--- src/rtl/pipe_hazard_ctrl.sv ---
// pipe_hazard_ctrl: stall/flush/freeze control for pipeline stage register load/init pins.
// Optional performance counters are enabled by defining PIPE_HAZARD_CTRL_PERF_EN.
module pipe_hazard_ctrl #(
  parameter int FLUSH_CYCLES = 1,
  parameter int MEM_TIMEOUT  = 255,
  parameter int WAIT_W       = 8
`ifdef PIPE_HAZARD_CTRL_PERF_EN
  ,parameter int CNT_WIDTH   = 32
`endif
)(
  input  logic clk,
  input  logic rst,
  input  logic hazard,
  input  logic branch_taken,
  input  logic mem_req,
  input  logic mem_ready,
  output logic pc_load,
  output logic if_id_load,
  output logic if_id_init,
  output logic id_ex_load,
  output logic id_ex_init,
  output logic ex_mem_load,
  output logic ex_mem_init,
  output logic mem_wb_load,
  output logic mem_wb_init,
  output logic frozen,
  output logic mem_err
`ifdef PIPE_HAZARD_CTRL_PERF_EN
  ,output logic [CNT_WIDTH-1:0] stall_cnt
  ,output logic [CNT_WIDTH-1:0] flush_cnt
  ,output logic [CNT_WIDTH-1:0] freeze_cnt
`endif
);
  typedef enum logic [1:0] {RUN, MEM_WAIT, FLUSH} state_e;
  localparam logic [WAIT_W-1:0] TIMEOUT = WAIT_W'(MEM_TIMEOUT);
  localparam logic [3:0] FLUSH_RELOAD = 4'(FLUSH_CYCLES - 1);
  state_e state_q, state_d;
  logic [WAIT_W-1:0] wait_q, wait_d;
  logic [3:0] flush_q, flush_d;
  logic err_q, err_d;
  logic frz, flsh, stl, run;
  // Freeze outranks flush, flush outranks the load-use bubble.
  assign frz  = !rst && (state_q == MEM_WAIT ? !mem_ready : mem_req && !mem_ready);
  assign run  = !rst && !frz;
  assign flsh = run && (branch_taken || state_q == FLUSH);
  assign stl  = run && !flsh && hazard;
  assign pc_load     = run && !stl;
  assign if_id_load  = run && !flsh && !stl;
  assign if_id_init  = rst || flsh;
  assign id_ex_load  = run && !flsh && !stl;
  assign id_ex_init  = rst || flsh || stl;
  assign ex_mem_load = run;
  assign ex_mem_init = rst;
  assign mem_wb_load = run;
  assign mem_wb_init = rst;
  assign frozen      = frz;
  assign mem_err     = err_q;
  always_comb begin
    state_d = frz ? (state_q == FLUSH ? FLUSH : MEM_WAIT)
            : !flsh ? RUN
            : branch_taken ? (FLUSH_CYCLES > 1 ? FLUSH : RUN)
            : (flush_q == 4'd1 ? RUN : FLUSH);
    flush_d = frz ? flush_q : !flsh ? 4'd0 : branch_taken ? FLUSH_RELOAD : flush_q - 4'd1;
    wait_d  = !frz ? '0 : &wait_q ? wait_q : wait_q + 1'b1;
    err_d   = err_q || (frz && wait_d >= TIMEOUT);
  end
  always_ff @(posedge clk) begin
    if (rst) begin
      state_q <= RUN;
      wait_q  <= '0;
      flush_q <= '0;
      err_q   <= 1'b0;
    end else begin
      state_q <= state_d;
      wait_q  <= wait_d;
      flush_q <= flush_d;
      err_q   <= err_d;
    end
  end
`ifdef PIPE_HAZARD_CTRL_PERF_EN
  always_ff @(posedge clk) begin
    if (rst) begin
      stall_cnt  <= '0;
      flush_cnt  <= '0;
      freeze_cnt <= '0;
    end else begin
      stall_cnt  <= stall_cnt + CNT_WIDTH'(stl);
      flush_cnt  <= flush_cnt + CNT_WIDTH'(flsh);
      freeze_cnt <= freeze_cnt + CNT_WIDTH'(frz);
    end
  end
`endif
endmodule

--- config.mk ---
export PLATFORM = sky130hd
export DESIGN_NAME = pipe_hazard_ctrl
export DESIGN_NICKNAME = d
export VERILOG_FILES = /design/src/rtl/pipe_hazard_ctrl.sv
export SDC_FILE = /design/constraint.sdc
export NUM_CORES = 1
export LEC_CHECK = 0
export BUFFER_PORTS_ARGS = -buffer_cell sky130_fd_sc_hd__buf_4
export CAP_MARGIN = 25
export CORE_MARGIN = 3
export CORE_UTILIZATION = 35
export CTS_BUF_LIST = sky130_fd_sc_hd__clkbuf_4 sky130_fd_sc_hd__clkbuf_8 sky130_fd_sc_hd__clkbuf_16
export DETAILED_ROUTE_END_ITERATION = 6
export HOLD_SLACK_MARGIN = 0.02
export PLACE_DENSITY = 0.59
export SLEW_MARGIN = 30
export SYNTH_ARGS = -nofsm -noshare
export SYNTH_HDL_FRONTEND = slang
export SYNTH_SLANG_ARGS = --single-unit
--- constraint.sdc ---
create_clock -name clk -period 1.8 [get_ports clk]
set_clock_uncertainty 0.1 [all_clocks]
set_input_delay 0.18 -clock clk [delete_from_list [all_inputs] [get_ports clk]]
set_output_delay 0.18 -clock clk [all_outputs]
set_load 0.02 [all_outputs]
==> results.yml, run 1 <==
outcome:
  status: "completed"
routing:
  wirelength_um: 1880
  firstDrtPassIters: 4
  drcViolationCount: 0
  vias: 818
  vias_per_cell: 5.42
  drtIter0Drc: 10
  antenna_left: 0
  wl_per_cell_um: 12.5
pwr:
  cellPowerDensity_nw_per_um2: 567
  p_int_w: 0.000462
  sw_frac_of_total_pct: 27.3
  p_switching_w: 0.000173
  combPwrFrac_pct: 15.3
  p_total_w: 0.000635
  power_frac_clock_pct: 31.6
  p_leak_nw: 0.421
  irDropWorstVdd_mv: 0.340
  power_frac_seq_pct: 53.0
min_path:
  min_to: "wait_q[3]"
  min_from: "mem_ready"
  min_path_cells: 3
  hold_path.class: "primary input to flip-flop"
yosys:
  netlist-cell-type-count: 40
  ys_ff_latch: 15
  ys_warn_count: 0
  synth_flop_cell: "dfxtp_1"
  syn_area_um2: 897
  synth_edf_count: 0
  syn_avg_cell_area_um2: 8.38
  syn_nets: 116
  async_flop_share_pct: 0
  ys_seq_area_share_pct: 33.5
  netlist_instances: 107
finish:
  post-route-util_pct: 48.4
  n_antenna_cell: 0
  layout_commonest_cell: "buf_4"
  final_nets: 133
  drive_gt1_share_pct: 35.0
  final_cell_mix: "buf_4 (20), dfxtp_1 (11), nand2_1 (7)"
  area_delta_synth_final_pct: 25.0
  design_area_um2: 1120
floorplan:
  die_height_um: 56.6
  coreArea_um2: 2320
  die_w_um: 56.6
  row_count: 17
  ios: 17
  die_area_um2: 3210
  initial_utilization_pct: 38.7
sta:
  worst_slew_pin_slew_ns: 0.387
  finalCriticalPeriod_ns: 1.78
  timing.slew.headroom_pct: 74.2
  hold_violations: 0
  drv_slew: 0
  holdWs_ns: 0.139
  max_freq_mhz: 562
  finalSetupViolations: 0
  rsz0062_at_grt: "true"
  min_period_over_period_pct: 98.8
place:
  port_buffers: 16
  gp_congestion: 0.832
  placed_area_um2: 1020
  dp_hpwl_um: 1370
clock_network:
  cts_tree: "built"
  clk_pin_slew_ns: 0.09
  ctsHtreeMaxLevel: 1
  clockBufferDepth: 2
  root_buffer: "clkbuf_4"
  numCtsBuffers: 3
  clk_latency_ns: 0.29
  clock-sinks: 15
setup_path:
  crit_path_max_incr_delay_ns: 0.34
  r2r_start: "state_q[1]"
  crit_path_max_fanout: 4
  slowest_stage: "dfxtp_2"
  reg2reg_to: "mem_err"
  cp-start-kind: "flip-flop"
  r2r_slack_ns: 0.17
  crit_chain: "buf_4, nor2_1, a211oi_1, or2_2, o21bai_1, buf_4"
  cp_common_cell: "buf_4"
  cp-end-kind: "output port"
  cp.required_ns: 1.52
  r2r_cells: 5
  setup.worst_path.class: "flip-flop to output port"
  startpoint: "state_q[1]"
  arrival_ns: 1.50
global_route:
  first_global_vias: 769
  grt_start_max_net_pins: 15
  grt_pass1_wl_um: 3360
  antenna_found_initial: 0
  overflow: 0
  grt_use_total_pct: 12.8
job:
  max-cap-violations: 0
## sequential cells by signal (all words and copies together), names as in the netlist
| name | flops |
|---|---|
| wait_q | 8 |
| mem_err | 1 |
| state_q | 2 |
| flush_q | 4 |
## synthesized netlist by cell type (2+ instances only)
master	instances	share of area (%)
buf_2	5	2.8
nor3_1	5	2.8
a31oi_1	2	1.4
o21ai_0	2	1.1
a211oi_1	3	2.5
buf_4	4	3.3
dfxtp_1	15	33
a2111oi_2	2	3.3
nand4_1	2	1.4
o21ai_1	2	1.1
a21oi_1	6	3.3
inv_1	6	2.5
nand2_1	7	2.9
or2_2	2	1.4
and4_1	4	3.9
nand2b_1	4	2.8
nor2_1	7	2.9
o22ai_1	2	1.4
ha_1	3	4.2
nand3_1	3	1.7
nor2b_1	2	1.4
## per-layer routing
metal / track usage [%] / vias up / share of wire [%]
met5: 0 / - / 0
met4: 4.07 / 0 / 1.0
met3: 3.45 / 4 / 2.8
met2: 19.6 / 10 / 47
met1: 17.3 / 383 / 49
li1: - / 421 / -
## cell type report
class | count | area (um^2)
flip-flops and latches | 15 | 308
inverters | 6 | 22.5
fillers | 237 | 1200
multi-input cells | 77 | 568
clock inverters | 1 | 5.00
clock buffers | 3 | 22.5
well taps | 28 | 35.0
repair buffers | 21 | 160
## logic make-up after synthesis
kind of cell	share of synthesized area (%)
adder cells (fa/ha/maj)	4.18
AO/OA/AOI/OAI	23.2
flip-flops	33.5
AND/OR/NAND/NOR	28.5
XOR/XNOR	0.976
multiplexers	1.12
buffers and inverters	8.65
## metrics by stage
stage | setup WS (ns) | instances | TNS (ns)
after floorplan | 0.0461 | 107 | 0
after global placement | 0.0895 | 143 | 0
after detailed placement | 0.0445 | 143 | 0
after CTS | -0.0531 | 150 | -0.104
after global routing | -0.0836 | 151 | -0.254
final | 0.0221 | 151 | 0
## critical path: cells and delay by family (launching register included)
kind,cells,cell delay [ns]
AO/OA/AOI/OAI,2,0.20
flip-flops,1,0.34
buffers and inverters,2,0.29
AND/OR/NAND/NOR,2,0.37
## power groups by stage
| stage | Sequential [W] | Clock (W) | Combinational (W) |
|---|---|---|---|
| CTS | 0.000337 | 0.000201 | 0.0000957 |
| finish | 0.000337 | 0.000201 | 0.0000974 |
| detailed placement | 0.000344 | 0 | 0.0000873 |
| floorplan | 0.000344 | 0 | 0.0000517 |
| global route | 0.000337 | 0.000222 | 0.000106 |
| global placement | 0.000344 | 0 | 0.0000872 |
## timing repair
item / CTS / global route
setup buffers: 2 / 1
gates resized for setup: 5 / 8
hold buffers: 1 / 0
hold endpoints to repair: 1 / 0
pin swaps: 3 / 4
endpoints found under the setup margin: 5 / 9
## how the worst max path moves through the flow
stage | to | slack [ns] | cells after the start
6_report | id_ex_init | 0.02 | 6
4_1_cts | if_id_load | -0.05 | 5
5_1_grt | id_ex_load | -0.08 | 5
3_5_place_dp | mem_err | 0.04 | 5
3_3_place_gp | mem_err | 0.09 | 5
2_1_floorplan | if_id_load | 0.05 | 5
No activity file was read; power rests on OpenSTA's default activity.
==> inputs of run 2 (changes only) <==
- ABC_AREA: default -> 1
==> run 2 against run 1 <==
Total power up 5.4%. First-iteration DRC count up 20%. Non-clock buffer count unchanged. Critical endpoint unchanged. Sequential power up 3%. Final area down 2.1%. Combinational power up 21%. Critical path type unchanged. Register-to-register slack better by 0.02 ns. Hold slack worse by 0.028 ns. Largest power group unchanged. Final cell count up 15%. Maximum frequency down 0.51%. Core utilization down 0.14 points. Synthesized area down 3.5%.
==> results.yml, run 2 <==
outcome:
  status: "completed"
min_path:
  min_from: "branch_taken"
  min_path_cells: 4
  hold_path.class: "primary input to flip-flop"
  min_to: "flush_q[0]"
yosys:
  syn_area_um2: 866
  synth_edf_count: 0
  yosysMostFrequentCell: "nand2_1"
  synth.top_cells.by_area: "dfxtp_1 (35%), nand2_1 (14%), inv_1 (8.2%)"
  async_flop_share_pct: 0
  ys_top_cells_by_count: "nand2_1 (32), inv_1 (19), nor2_1 (17), dfxtp_1 (15), nand3_1 (9)"
  ys_ff_latch: 15
  ys_seq_area_share_pct: 34.7
  netlist-cell-type-count: 24
  synth_top_area_share_pct: 34.7
  syn_avg_cell_area_um2: 6.87
  syn_nets: 135
  ys_warn_count: 0
  netlist_instances: 126
  synth_flop_cell: "dfxtp_1"
  synth_top_cell_by_area: "dfxtp_1"
clock_network:
  clock-sinks: 15
  root_buffer: "clkbuf_4"
  clk_pin_slew_ns: 0.09
  cts_tree: "built"
  clk_latency_ns: 0.29
  ctsHtreeMaxLevel: 1
  numCtsBuffers: 3
  clockBufferDepth: 2
pwr:
  p_int_w: 0.000479
  power_frac_seq_pct: 51.9
  combPwrFrac_pct: 17.7
  p_leak_nw: 0.487
  irDropWorstVdd_mv: 0.488
  p_switching_w: 0.000191
  power_frac_clock_pct: 30.4
  cellPowerDensity_nw_per_um2: 610
  sw_frac_of_total_pct: 28.5
sta:
  finalCriticalPeriod_ns: 1.79
  finalSetupViolations: 0
  hold_violations: 0
  worst_slew_pin_slew_ns: 0.299
  max_freq_mhz: 560
  min_period_over_period_pct: 99.3
  drv_slew: 0
  rsz0062_at_grt: "true"
  holdWs_ns: 0.111
  timing.slew.headroom_pct: 80.0
finish:
  layout_commonest_cell: "nand2_1"
  largest_reg_flops: 8
  area_delta_synth_final_pct: 26.7
  fillerInstances: 232
  n_antenna_cell: 0
  drive_gt1_share_pct: 24.7
  top_regs: "wait_q (8), flush_q (4), state_q (2)"
  final_nets: 156
  top_register: "wait_q"
  final_cell_mix: "nand2_1 (30), inv_1 (19), buf_4 (18)"
  design_area_um2: 1100
floorplan:
  die_height_um: 55.7
  die_w_um: 55.7
  ios: 17
  initial_utilization_pct: 38.0
  die_area_um2: 3110
  coreArea_um2: 2280
  row_count: 17
place:
  gp_congestion: 0.861
  placed_area_um2: 1010
  dp_hpwl_um: 1430
  port_buffers: 16
routing:
  vias: 804
  vias_per_cell: 4.62
  wirelength_um: 1910
  drtIter0Drc: 12
  wl_per_cell_um: 11.0
  drcViolationCount: 0
  antenna_left: 0
  firstDrtPassIters: 3
setup_path:
  r2r_cells: 11
  cp.required_ns: 1.52
  setup.worst_path.class: "flip-flop to output port"
  crit_path_max_fanout: 4
  r2r_start: "wait_q[0]"
  cp-end-kind: "output port"
  arrival_ns: 1.51
  reg2reg_to: "mem_err"
  cp-start-kind: "flip-flop"
  r2r_slack_ns: 0.19
job:
  max-cap-violations: 0
global_route:
  grt_pass1_wl_um: 3150
  grt_start_max_net_pins: 11
  antenna_found_initial: 0
  grt_use_total_pct: 12.6
  first_global_vias: 734
  overflow: 0
-- run 2: repair_timing --
action / CTS / global route
buffers inserted: 1 / 0
resized for setup: 1 / 7
hold buffers: 2 / 0
endpoints found under the setup margin: 1 / 2
gates cloned: 0 / 0
hold endpoints to repair: 3 / 0
pin swaps: 0 / 4
-- run 2: routing by layer --
| metal | vias to the layer above | global-route usage [%] | routed length, um |
|---|---|---|---|
| li1 | 433 | - | - |
| met1 | 361 | 14.6 | 829 |
| met2 | 6 | 21.6 | 1010 |
| met3 | 4 | 4.18 | 52 |
| met4 | 0 | 4.17 | 21 |
| met5 | - | 0 | 0 |
-- run 2: cells by family after synthesis --
logic type	Yosys count	synth area share (%)
compound gates	14	10.7
flops	15	34.7
simple gates	67	35.0
fa+ha+maj	3	4.34
buf+inv	24	12.3
xor+xnor	3	3.04
-- run 2: final cells by class --
type                            count  area (um^2)  area share, %
Tap cell                           28         35.0           3.19
Clock inverter                      1         7.51          0.684
Inverter                           19         71.3           6.50
Clock buffer                        3         22.5           2.05
Timing Repair Buffer               21          166           15.2
Multi-Input combinational cell     87          492           44.8
Sequential cell                    15          303           27.6
-- run 2: power groups by stage --
stage,Sequential [W],Combinational (W),Clock (W)
2_1_floorplan,0.000353,0.0000699,0
3_3_place_gp,0.000354,0.000105,0
3_5_place_dp,0.000354,0.000106,0
4_1_cts,0.000347,0.000113,0.000208
5_1_grt,0.000349,0.000130,0.000224
6_report,0.000348,0.000118,0.000203
-- run 2: worst max path at each step --
stage	start	to	slack, ns	depth (start not counted)
floorplan	state_q[1]	if_id_load	0.28	7
detailed placement	wait_q[0]	mem_err	0.11	11
global route	state_q[1]	id_ex_init	-0.11	10
CTS	state_q[1]	id_ex_init	0.03	8
global placement	wait_q[0]	mem_err	0.16	11
finish	state_q[1]	id_ex_init	0.01	8
-- run 2: critical path, cell delays in order, from the launching register on --
cell	delay (ns)
dfxtp_1	0.31
inv_1	0.06
nor2_1	0.08
nor2_1	0.22
nor2_1	0.06
inv_1	0.09
nand2_2	0.07
a31o_4	0.21
buf_6	0.12
-- run 2: metrics by stage --
step / util [%] / power [W] / std cells / TNS (ns) / setup WS [ns]
final: 48.2 / 0.000670 / 174 / 0 / 0.0129
after global placement: 44.3 / 0.000459 / 167 / 0 / 0.157
after floorplan: - / 0.000423 / 126 / 0 / 0.278
after CTS: 46.9 / 0.000668 / 174 / 0 / 0.0294
after global routing: 48.2 / 0.000703 / 174 / -0.115 / -0.106
after detailed placement: 44.3 / 0.000460 / 167 / 0 / 0.112
